### src/rtl/alu_pkg.sv
// Shared definitions for the registered ALU: function codes and the flag bundle.
package alu_pkg;

    typedef enum logic [2:0] {
        ALU_ADD = 3'b000,
        ALU_SUB = 3'b001,
        ALU_NOT = 3'b010,
        ALU_AND = 3'b011,
        ALU_OR  = 3'b100,
        ALU_XOR = 3'b101,
        ALU_LT  = 3'b110,
        ALU_EQ  = 3'b111
    } alu_fn_e;

    typedef struct packed {
        logic zero;
        logic overflow;
        logic carry;
    } alu_flags_t;

endpackage

### src/rtl/alu_core.sv
// Combinational ALU datapath: (fn, a, b) -> (res, flags).
// Define ALU_SAT_EN to saturate add/sub results on signed overflow.
module alu_core
    import alu_pkg::*;
#(
    parameter int WIDTH = 4
) (
    input  alu_fn_e            fn,
    input  logic [WIDTH-1:0]   a,
    input  logic [WIDTH-1:0]   b,
    output logic [WIDTH-1:0]   res,
    output alu_flags_t         flags
);

    logic [WIDTH:0]   sum;
    logic [WIDTH:0]   diff;
    logic             add_ovf;
    logic             sub_ovf;
    logic             ovf;
    logic             carry;
    logic [WIDTH-1:0] sat_val;

    always_comb begin
        sum     = {1'b0, a} + {1'b0, b};
        diff    = {1'b0, a} + {1'b0, ~b} + (WIDTH+1)'(1);
        add_ovf = (a[WIDTH-1] == b[WIDTH-1]) && (sum[WIDTH-1] != a[WIDTH-1]);
        sub_ovf = (a[WIDTH-1] != b[WIDTH-1]) && (diff[WIDTH-1] != a[WIDTH-1]);
        // Overflow direction always follows A's sign for both add and sub
        sat_val = a[WIDTH-1] ? {1'b1, {(WIDTH-1){1'b0}}} : {1'b0, {(WIDTH-1){1'b1}}};
        res     = '0;
        ovf     = 1'b0;
        carry   = 1'b0;
        case (fn)
            ALU_ADD: begin res = sum[WIDTH-1:0];  carry = sum[WIDTH];  ovf = add_ovf; end
            ALU_SUB: begin res = diff[WIDTH-1:0]; carry = diff[WIDTH]; ovf = sub_ovf; end
            ALU_NOT: res = ~a;
            ALU_AND: res = a & b;
            ALU_OR:  res = a | b;
            ALU_XOR: res = a ^ b;
            ALU_LT:  res = {{(WIDTH-1){1'b0}}, diff[WIDTH-1] ^ sub_ovf};
            ALU_EQ:  res = {{(WIDTH-1){1'b0}}, a == b};
            default: res = '0;
        endcase
`ifdef ALU_SAT_EN
        if (ovf) res = sat_val;
`else
        sat_val = sat_val;
`endif
        flags.zero     = (res == '0);
        flags.overflow = ovf;
        flags.carry    = carry;
    end

endmodule

### src/rtl/alu_pipe.sv
// Registered ALU with valid/ready handshake, sticky overflow and op counter.
// Saturation is selected in alu_core by the ALU_SAT_EN macro.
module alu_pipe
    import alu_pkg::*;
#(
    parameter int WIDTH = 4,
    parameter int CNT_W = 16
) (
    input  logic             clk,
    input  logic             rst_n,
    input  logic             in_valid,
    output logic             in_ready,
    input  logic [2:0]       in_fn,
    input  logic [WIDTH-1:0] in_a,
    input  logic [WIDTH-1:0] in_b,
    output logic             out_valid,
    input  logic             out_ready,
    output logic [WIDTH-1:0] out_res,
    output logic             out_zero,
    output logic             out_overflow,
    output logic             out_carry,
    output logic             ovf_sticky,
    input  logic             ovf_clr,
    output logic [CNT_W-1:0] op_count
);

    logic [WIDTH-1:0] core_res;
    alu_flags_t       core_flags;
    alu_flags_t       flags_q;
    logic             accept;
    logic             retire;

    alu_core #(.WIDTH(WIDTH)) u_core (
        .fn    (alu_fn_e'(in_fn)),
        .a     (in_a),
        .b     (in_b),
        .res   (core_res),
        .flags (core_flags)
    );

    assign in_ready = !out_valid || out_ready;
    assign accept   = in_valid && in_ready;
    assign retire   = out_valid && out_ready;

    always_ff @(posedge clk or negedge rst_n) begin
        if (!rst_n) begin
            out_valid <= 1'b0;
            out_res   <= '0;
            flags_q   <= '0;
        end else if (accept) begin
            out_valid <= 1'b1;
            out_res   <= core_res;
            flags_q   <= core_flags;
        end else if (retire) begin
            out_valid <= 1'b0;
        end
    end

    always_ff @(posedge clk or negedge rst_n) begin
        if (!rst_n) begin
            ovf_sticky <= 1'b0;
            op_count   <= '0;
        end else begin
            // Set takes priority over a simultaneous clear
            if (retire && flags_q.overflow) ovf_sticky <= 1'b1;
            else if (ovf_clr)               ovf_sticky <= 1'b0;
            if (accept) op_count <= op_count + 1'b1;
        end
    end

    assign out_zero     = flags_q.zero;
    assign out_overflow = flags_q.overflow;
    assign out_carry    = flags_q.carry;

endmodule
### config.mk
export PLATFORM = sky130hd
export DESIGN_NAME = alu_pipe
export DESIGN_NICKNAME = d
export VERILOG_FILES = /design/src/rtl/alu_pkg.sv /design/src/rtl/alu_core.sv /design/src/rtl/alu_pipe.sv
export SDC_FILE = /design/constraint.sdc
export NUM_CORES = 1
export LEC_CHECK = 0
export BUFFER_PORTS_ARGS = -buffer_cell sky130_fd_sc_hd__buf_2
export CORE_MARGIN = 2
export CORE_UTILIZATION = 57
export DETAILED_ROUTE_END_ITERATION = 10
export PLACE_DENSITY = 0.93
export SETUP_SLACK_MARGIN = 0.05
export SLEW_MARGIN = 0
export SYNTH_ARGS = -nofsm -noshare
export SYNTH_HDL_FRONTEND = slang
export SYNTH_HIERARCHICAL = 1
export SYNTH_SLANG_ARGS = --single-unit
### constraint.sdc
create_clock -name clk -period 2.5 [get_ports clk]
set_input_delay 0.125 -clock clk [delete_from_list [all_inputs] [get_ports clk]]
set_output_delay 0.125 -clock clk [all_outputs]
set_load 0.01 [all_outputs]
Yosys cells after proc, flatten, opt, wreduce, memory -nomap -nowiden
Index checks and enable logic that the tools add are counted.
- flip-flop bits (word level): 25
- logic and storage cells: 47
- add/subtract/negate cells: 4
- equality and inequality tests: 12
- multiplexer cells: 7
- bitwise logic cells: 6
- reduce and logical (&&, ||, !) cells: 11
- operators by type and width (operator ; number):
    $pmux W4 S8 ; 1
    $add A16 B1 Y16 const B ; 1
    $eq A3 B3 Y1 const B ; 4
    $add A4 B4 Y5 ; 2
    $not A4 Y4 ; 2
    $eq A3 B2 Y1 const B ; 2
    $add A5 B1 Y5 const B ; 1
    $logic_and A1 B1 Y1 ; 5
    $and A4 B4 Y4 ; 1
    $eq A4 B4 Y1 ; 1
    $logic_not A4 Y1 ; 1
    $mux W1 ; 4
    $or A4 B4 Y4 ; 1
    $pmux W1 S2 ; 2
    $reduce_bool A2 Y1 ; 2
    $xor A4 B4 Y4 ; 1
    $eq A3 B1 Y1 const B ; 1
    $logic_not A3 Y1 ; 1
    $ne A1 B1 Y1 ; 3
    $eq A1 B1 Y1 ; 1
    $logic_not A1 Y1 ; 1
    $logic_or A1 B1 Y1 ; 1
    $xor A1 B1 Y1 ; 1

Logic depth before layout (Yosys ltp)
Gate-level depths: netlist of the first run.
- word-level depth: 8
- gate-level depth with buffers: 14

By module
The synthesis of the first run kept the hierarchy.
- modules (own cells, without submodules) (module ; times used ; cells an instance ; area an instance (um^2)):
    alu_pipe ; 1 ; 98 ; 1071.0
    alu_core ; 1 ; 93 ; 670.6

Worst setup path after synthesis of the first run
No wires, ideal clock.
- kind: input to register
- start point: input in_a[1]
- end point: register flags_q, in the netlist out_zero
- setup time: 0.117 ns
- arrival time: 1.830 ns
- path slack: 0.554 ns
- stages on the path: 14
- path through: inv_1 ha_1 nor2_1 nor2_1 nor2_1 nor2_1 fa_1 a21oi_1 a31oi_1 o22ai_1 o21a_1 nor4_2 nand2_1 nand2_1
- RTL lines (item ; RTL line ; source):
    start: declaration ; alu_pipe.sv:14 ; input logic [WIDTH-1:0] in_a,
    end signal: assignment ; alu_pipe.sv:53 ; flags_q <= core_flags;
    end: declaration ; alu_pipe.sv:29 ; alu_flags_t flags_q;

==> impl_metrics.toml, run 1 <==
[status]
outcome = "finished, final reports clean"

[routing]
drt_iter0_markers = 44
wire_per_inst_um = 12.43
drc_errors = 0
vias = 1415
viasPerCell = 5.401
firstDrtPassIters = 4
antenna_left = 0
wl_mm = 3.257

[worst_setup_path]
rr_worst_depth = 4
slowest_stage = "fa_1"
cp_slowest_stage_delay_ns = 0.52
path_class = "in2reg"
crit_chain = "buf_2, inv_1, ha_1, nor2_1, nor2_1, nor2_1, nor2_1, fa_1, a21oi_1, a31oi_1, o22ai_1, o21a_1, nor4_2, nand2_1, nand2_1"
cp_num_cells = 15
timing.rr.start = "op_count[5]$_DFFE_PN0P_"
crit_top_cell = "nor2_1"
r2r-end = "op_count[11]$_DFFE_PN0P_"
critical_path.top_delay_family = "adder cells"
critPathBufInv = 2
worstPathMaxFanout = 5
worst_ep_required_time_ns = 2.77
r2r_setup_slack_ns = 1.05
crit_arrival_ns = 2.28
cp-end-kind = "flip-flop"
critPathLaunchType = "primary input"

[floorplanning]
ios = 42
num_rows = 20
start_util = 0.5849
core_um2 = 2978
die_area_um2 = 3514
die_h_um = 59.28
die_x_um = 59.28

[place]
pre_cts_ws_ns = 0.1740
dpl_cell_area_um2 = 1928
port_buffers = 41
hpwl_mm = 2.548
placed_cells = 256
routabilityCongestion = 0.8286

[global_routing]
track_usage = 0.1984
grt_pass1_vias = 1283
antenna_found_initial = 0
grt_max_degree = 26
grt_pass1_wl_mm = 5.437
grt-ovfl-total = 0

[clocking]
numCtsBuffers = 3
cts.clk_slew.worst_paths_ns = 0.14
cts_buffer_depth = 2
clkLatencyLatePin_ns = 0.32
cts_setup_buffers = 0
postCtsResizedCells = 0
clock_sinks = 25
cts_tree = "built"
h-tree-depth = 1
cts_root_buf = "clkbuf_4"

[layout]
n_antenna_cell = 0
postLayoutCellArea_um2 = 1978
fin_util = 0.6643
fin_cells = 262
layout-drive-gt1-share = 0.2358
fin_nets = 262
fillCellCount = 260
area_delta_synth_final_pct = 13.58

[pwr]
power.density_nw_per_um2 = 539.9
max-vdd-ir-drop_uv = 207.8
finalPower_mw = 1.068
p_leak_nw = 1.050

[min_path]
hold_class = "in2reg"
holdPathStages = 3
hold_end = "ovf_sticky$_DFFE_PN0P_"
hp-start = "out_ready"

[yosys]
synth_warnings = 6
synthTopCellsByCount = "33 x nand2_1, 25 x dfrtp_1, 14 x nor2_1"
syn_area_per_cell_um2 = 9.119
synth_cells = 191
synthArstFlopShare = 1.000
yosysSeqAreaShare = 0.3592
synth_edf_count = 0
syn_area_um2 = 1742
synth_top_area_share = 0.3592
synth-main-ff-cell = "dfrtp_1"
synth_top_cell_by_area = "dfrtp_1"
synth-seq-cells = 25
yosys.cell_count.top_type = "nand2_1"
synth_area_leaders = "dfrtp_1 36%, ha_1 9.3%, nand2_1 7.1%, xnor2_1 6.5%, xor2_1 3.5%"
synth_nets = 223
synth.distinct_cells = 43

[sta]
fin_setup_tns_ns = 0
slew_headroom = 0.6523
max_freq_ghz = 0.4976
fin_worst_skew_ns = 0.01073
fin_crit_sh = 0.8039
setup_violations = 0
layout_min_cycle_time_ns = 2.010
rsz0062_at_grt = "false"
hold_ws_ns = 0.05831
worst_pin_slew_ns = 0.5216
drv_slew = 0
final-hold-violation-count = 0
worst_slack_ns = 0.4903

[run]
cap_violations = 0
## tightest hold or removal path, delay by kind of cell
kind	cells	cell delay, ns
buffers and inverters	1	0.08
AO/OA/AOI/OAI	1	0.08
AND/OR/NAND/NOR	1	0.05
## how the worst max path moves through the flow
stage,to,slack (ns),from
2_1_floorplan,out_zero$_DFFE_PN0P_,0.55,in_a[1]
3_3_place_gp,out_zero$_DFFE_PN0P_,0.30,in_a[1]
3_5_place_dp,out_zero$_DFFE_PN0P_,0.17,in_a[1]
4_1_cts,out_zero$_DFFE_PN0P_,0.52,in_a[1]
5_1_grt,out_zero$_DFFE_PN0P_,0.30,in_a[1]
6_report,out_zero$_DFFE_PN0P_,0.49,in_a[1]
## layout make-up
| type | count | area [um^2] | share of cell area |
|---|---|---|---|
| Clock buffer | 3 | 22.52 | 0.01139 |
| Clock inverter | 1 | 7.507 | 0.003795 |
| Inverter | 12 | 45.04 | 0.02277 |
| Multi-Input combinational cell | 144 | 1003 | 0.5073 |
| Sequential cell | 25 | 625.6 | 0.3163 |
| Tap cell | 33 | 41.29 | 0.02087 |
| Timing Repair Buffer | 44 | 232.7 | 0.1176 |
## cell families after synthesis
kind of cell    Yosys count  share of synthesized area
simple gates             80                     0.2428
compound gates           28                     0.1049
flops                    25                     0.3592
buf+inv                  22                    0.06465
xor+xnor                 20                     0.1006
fa+ha+maj                16                     0.1279
## metal layers
metal  global-route usage  wire [um]  part of all wire  vias to the layer above
met5                    0          0                 0                        -
met4              0.07468         39             0.012                        0
met3             0.008734        123             0.038                        4
met2               0.3532       1654              0.51                       35
li1                     -          -                 -                      718
met1               0.2524       1439              0.44                      658
## cell usage in the layout, fill, tap and decap left out, types with 2 or more instances in the layout
cell type      count
a211oi_1           3
a21o_1             2
a21oi_1            6
a31oi_1            3
and3_1             6
buf_2             41
clkbuf_4           3
dfrtp_1           25
dlygate4sd3_1      2
fa_1               3
ha_1              13
inv_1             12
nand2_1           33
nand2b_1           3
nand3_1            7
nand4_1            2
nor2_1            14
o211ai_1           2
o21a_1             2
o21ai_0            5
xnor2_1           13
xor2_1             7
## where the power goes
part	internal, mW	leakage (nW)	total (mW)	switching [mW]
registers	0.466	0.330	0.544	0.0773
logic	0.154	0.707	0.347	0.192
clock network	0.0611	0.0139	0.178	0.116
## registers in the layout, summed over array words and instances (netlist names)
register	cells
out_overflow	1
ovf_sticky	1
out_carry	1
op_count	16
out_zero	1
out_res	4
out_valid	1
## what timing repair did
item,4_1_cts,5_1_grt
hold buffers,2,0
endpoints found under the setup margin,0,0
hold endpoints to repair,26,0
No activity file was read; power rests on OpenSTA's default activity.
==> run 2: changes to the inputs <==
--- a/config.mk
+++ b/config.mk
@@ -7,9 +7,9 @@
 export LEC_CHECK = 0
 export BUFFER_PORTS_ARGS = -buffer_cell sky130_fd_sc_hd__buf_2
 export CORE_MARGIN = 2
-export CORE_UTILIZATION = 57
+export CORE_UTILIZATION = 53
 export DETAILED_ROUTE_END_ITERATION = 10
-export PLACE_DENSITY = 0.93
+export PLACE_DENSITY = 0.88
 export SETUP_SLACK_MARGIN = 0.05
 export SLEW_MARGIN = 0
 export SYNTH_ARGS = -nofsm -noshare
==> constraint.sdc (replaced) <==
create_clock -name clk -period 1.96 [get_ports clk]
set_input_delay 0.098 -clock clk [delete_from_list [all_inputs] [get_ports clk]]
set_output_delay 0.098 -clock clk [all_outputs]
set_load 0.01 [all_outputs]
==> impl_metrics.toml, run 2 (same netlist as run 1, synthesis figures left out) <==
[layout]
fillCellCount = 245
postLayoutCellArea_um2 = 2108
n_antenna_cell = 0
largest_reg_flops = 16
reg.largest.list = "op_count x16, out_res x4"
fin_nets = 272
layout_commonest_cell = "buf_2"
layout-drive-gt1-share = 0.2929
seq_area_um2 = 625.6
multi_input_area_um2 = 1023
top_register = "op_count"
area_delta_synth_final_pct = 21.05
layout_common_cells = "39 x buf_2, 33 x nand2_1, 25 x dfrtp_1"

[routing]
drt_iter0_markers = 76
vias = 1476
firstDrtPassIters = 4
wl_mm = 3.446
wire_per_inst_um = 12.18
antenna_left = 0
drc_errors = 0
viasPerCell = 5.216

[min_path]
hp-start = "out_ready"
hold_class = "in2reg"
holdPathStages = 3
hold_end = "ovf_sticky$_DFFE_PN0P_"

[global_routing]
grt_max_degree = 26
grt_pass1_vias = 1458
grt_pass1_wl_mm = 6.092
grt-ovfl-total = 0
track_usage = 0.2133
antenna_found_initial = 0

[status]
outcome = "finished, final reports clean"

[floorplanning]
start_util = 0.5659
ios = 42
die_area_um2 = 3761
core_um2 = 3078
num_rows = 20
die_x_um = 61.33
die_h_um = 61.33

[worst_setup_path]
timing.rr.start = "out_valid$_DFFE_PN0P_"
critPathLaunchType = "primary input"
worst_ep_required_time_ns = 2.24
r2r_setup_slack_ns = 0.51
cp-end-kind = "flip-flop"
r2r-end = "op_count[3]$_DFFE_PN0P_"
crit_arrival_ns = 1.98
path_class = "in2reg"
rr_worst_depth = 5
worstPathMaxFanout = 2

[sta]
drv_slew = 0
fin_setup_tns_ns = 0
worst_pin_slew_ns = 0.5168
setup_violations = 0
max_freq_ghz = 0.5871
layout_min_cycle_time_ns = 1.703
fin_worst_skew_ns = 0.004114
final-hold-violation-count = 0
rsz0062_at_grt = "true"
fin_crit_sh = 0.8691
slew_headroom = 0.6555
hold_ws_ns = 0.02406

[pwr]
max-vdd-ir-drop_uv = 229.6
clkPwrFrac = 0.166
p_int_uw = 890.9
p_comb_frac = 0.340
netSwitchingFraction = 0.3598
power_frac_seq = 0.494
p_leak_nw = 1.104
power.density_nw_per_um2 = 660.1
p_sw_uw = 500.8

[place]
hpwl_mm = 2.729
routabilityCongestion = 0.8389
dpl_cell_area_um2 = 2029
port_buffers = 41

[clocking]
cts_buffer_depth = 2
clkLatencyLatePin_ns = 0.33
clock_sinks = 25
cts_tree = "built"
numCtsBuffers = 3
cts_root_buf = "clkbuf_4"
cts.clk_slew.worst_paths_ns = 0.13
h-tree-depth = 1

[run]
cap_violations = 0
-- run 2: changes by cell type in the layout (fill, tap and decap cells not counted), sizes merged --
| cell | delta |
|---|---|
| clkinv | +1 |
| buf | +10 |
| clkinvlp | -1 |
-- run 2: worst max-delay path by stage --
stage | start | endpoint | cells past startpoint
finish | in_a[1] | out_zero$_DFFE_PN0P_ | 15
global route | in_a[1] | out_zero$_DFFE_PN0P_ | 15
detailed placement | in_a[1] | out_zero$_DFFE_PN0P_ | 15
CTS | in_a[1] | out_zero$_DFFE_PN0P_ | 15
floorplan | in_b[2] | out_zero$_DFFE_PN0P_ | 13
global placement | in_a[1] | out_zero$_DFFE_PN0P_ | 15
-- run 2: final cells by class --
cell class	instances	area share
Multi-Input combinational cell	144	0.4855
Clock buffer	3	0.01068
Tap cell	44	0.02611
Clock inverter	1	0.002374
Timing Repair Buffer	54	0.1537
Sequential cell	25	0.2967
Inverter	12	0.02493
-- run 2: worst max-delay path: stages --
cell     delay (ns)
buf_6          0.10
inv_6          0.06
ha_4           0.20
nor2_2         0.07
nor2_1         0.05
nor2_1         0.09
nor2_1         0.06
fa_1           0.52
a21oi_1        0.07
a31oi_1        0.15
o22ai_1        0.09
o21a_1         0.13
nor4_2         0.15
nand2_1        0.07
nand2_1        0.06
-- run 2: stage by stage --
stage,setup WS (ns),power (mW),utilization,instances
global placement,-0.1138,1.142,0.6594,277
detailed placement,-0.1953,1.163,0.6594,277
global route,0.03347,1.505,0.6850,283
CTS,0.1399,1.393,0.6748,283
floorplan,0.06377,0.9770,-,191
finish,0.2567,1.392,0.6850,283
-- run 2: power groups by stage --
stage / registers, mW / logic [mW] / clock network, mW
after floorplan: 0.724 / 0.253 / 0
after global placement: 0.696 / 0.446 / 0
after detailed placement: 0.698 / 0.465 / 0
after CTS: 0.687 / 0.471 / 0.234
after global routing: 0.704 / 0.543 / 0.258
final: 0.688 / 0.474 / 0.230
-- run 2: repair_timing --
item                       CTS  global route
gates resized for setup      0            12
setup buffers                0             0
setup endpoints to repair    0             3
hold endpoints to repair    26             0
hold buffers                 2             0
-- run 2: per-layer routing --
metal	share of wire	wire length (um)	track usage
met1	0.42	1456	0.2683
met2	0.51	1757	0.3754
met3	0.052	179	0.02521
met4	0.015	53	0.07764
met5	0	0	0
==> run 3: changes to the inputs <==
--- a/config.mk
+++ b/config.mk
@@ -6,6 +6,7 @@
 export NUM_CORES = 1
 export LEC_CHECK = 0
 export BUFFER_PORTS_ARGS = -buffer_cell sky130_fd_sc_hd__buf_2
+export CORE_ASPECT_RATIO = 0.6
 export CORE_MARGIN = 2
 export CORE_UTILIZATION = 53
 export DETAILED_ROUTE_END_ITERATION = 10
==> impl_metrics.toml, run 3 (same netlist as run 1, synthesis figures left out) <==
[pwr]
p_comb_frac = 0.350
max-vdd-ir-drop_uv = 395.7
netSwitchingFraction = 0.3631
finalPower_mw = 1.535
p_sw_uw = 557.4
p_int_uw = 977.9
power_frac_seq = 0.458
p_leak_nw = 1.125
power.density_nw_per_um2 = 704.8
clkPwrFrac = 0.192

[floorplanning]
start_util = 0.5437
die_h_um = 48.41
ios = 42
die_x_um = 78.01
core_um2 = 3203
die_area_um2 = 3776
num_rows = 16

[sta]
rsz0062_at_grt = "true"
worst_pin_slew_ns = 0.5563
fin_worst_skew_ns = 0.001331
setup_violations = 1
final-hold-violation-count = 0
layout_min_cycle_time_ns = 1.960
max_freq_ghz = 0.5101
hold_ws_ns = 0.01838
worst_slack_ns = -0.0004778
drv_slew = 0
slew_headroom = 0.6291
fin_setup_tns_ns = -0.0004778
fin_crit_sh = 1.000

[routing]
viasPerCell = 5.575
drc_errors = 0
firstDrtPassIters = 4
vias = 1589
wire_per_inst_um = 16.36
wl_mm = 4.663
drt_iter0_markers = 162
antenna_left = 0

[worst_setup_path]
critPathLaunchType = "primary input"
worstPathMaxFanout = 3
path_class = "in2reg"
worst_ep_required_time_ns = 2.12
crit_arrival_ns = 2.12
cp-end-kind = "flip-flop"

[status]
violations = "setup timing"
outcome = "finished with violations"

[layout]
fin_nets = 273
fillCellCount = 272
postLayoutCellArea_um2 = 2178
largest_reg_flops = 16
layout_commonest_cell = "buf_2"
layout-drive-gt1-share = 0.3167
n_antenna_cell = 0
reg.largest.list = "op_count x16, out_res x4"
fin_util = 0.6801
area_delta_synth_final_pct = 25.07
fin_cells = 285
top_register = "op_count"
layout_common_cells = "38 x buf_2, 33 x nand2_1, 25 x dfrtp_1"

[clocking]
h-tree-depth = 1
cts.clk_slew.worst_paths_ns = 0.08
clock_sinks = 25
clkLatencyLatePin_ns = 0.26
cts_root_buf = "clkbuf_8"
cts_buffer_depth = 2
cts_tree = "built"
numCtsBuffers = 3

[place]
port_buffers = 41
placed_cells = 279
pre_cts_ws_ns = -0.1963
hpwl_mm = 3.223
routabilityCongestion = 0.9305
dpl_cell_area_um2 = 2038

[global_routing]
grt_pass1_wl_mm = 6.941
antenna_found_initial = 0
grt_pass1_vias = 1432
track_usage = 0.2339
grt-ovfl-total = 0
grt_max_degree = 26

[run]
cap_violations = 0

[min_path]
hold_class = "in2reg"
run 3: critical path, stage by stage:
cell	delay (ns)
buf_8	0.09
inv_6	0.03
ha_4	0.26
nor2_2	0.03
nor2_1	0.12
nor2_1	0.07
nor2_1	0.13
fa_1	0.49
a21oi_2	0.22
a31oi_1	0.08
o22ai_1	0.18
o21a_1	0.17
nor4_2	0.04
nand2_1	0.07
nand2_1	0.05
run 3: what timing repair did:
item                                   4_1_cts  5_1_grt
endpoints found under the hold margin       25        0
hold buffers                                 1        0
setup endpoints to repair                    0        3
gates resized for setup                      0       21
setup buffers                                0        1
run 3: worst paths after layout:
kind	startpoint	to	slack (ns)	cells after the start
min reg2reg	out_carry$_DFFE_PN0P_	out_carry$_DFFE_PN0P_	0.48	2
max	in_a[1]	out_zero$_DFFE_PN0P_	-0.0005	15
min in group asynchronous	rst_n	op_count[8]$_DFFE_PN0P_	0.36	2
max in group asynchronous	rst_n	op_count[13]$_DFFE_PN0P_	1.23	2
min	ovf_clr	ovf_sticky$_DFFE_PN0P_	0.02	2
max reg2reg	op_count[0]$_DFFE_PN0P_	op_count[10]$_DFFE_PN0P_	0.38	5
run 3: per-layer routing:
layer / vias up / GRT usage / part of all wire
li1: 742 / - / -
met1: 764 / 0.3325 / 0.43
met2: 75 / 0.3793 / 0.48
met3: 8 / 0.05224 / 0.073
met4: 0 / 0.03216 / 0.015
met5: - / 0 / 0
run 3: area by class of cell:
cell class,instances,area [um^2],area share
inverters,12,52.55,0.02412
multi-input cells,144,1060,0.4865
flip-flops and latches,25,625.6,0.2872
well taps,45,56.30,0.02585
clock buffers,4,45.04,0.02068
repair buffers,55,339.1,0.1557
run 3: power groups by stage:
stage	sequential, mW	combinational [mW]	clock (mW)
final	0.703	0.537	0.295
after global routing	0.722	0.583	0.329
after CTS	0.697	0.488	0.298
after detailed placement	0.705	0.483	0
after global placement	0.696	0.457	0
after floorplan	0.724	0.253	0
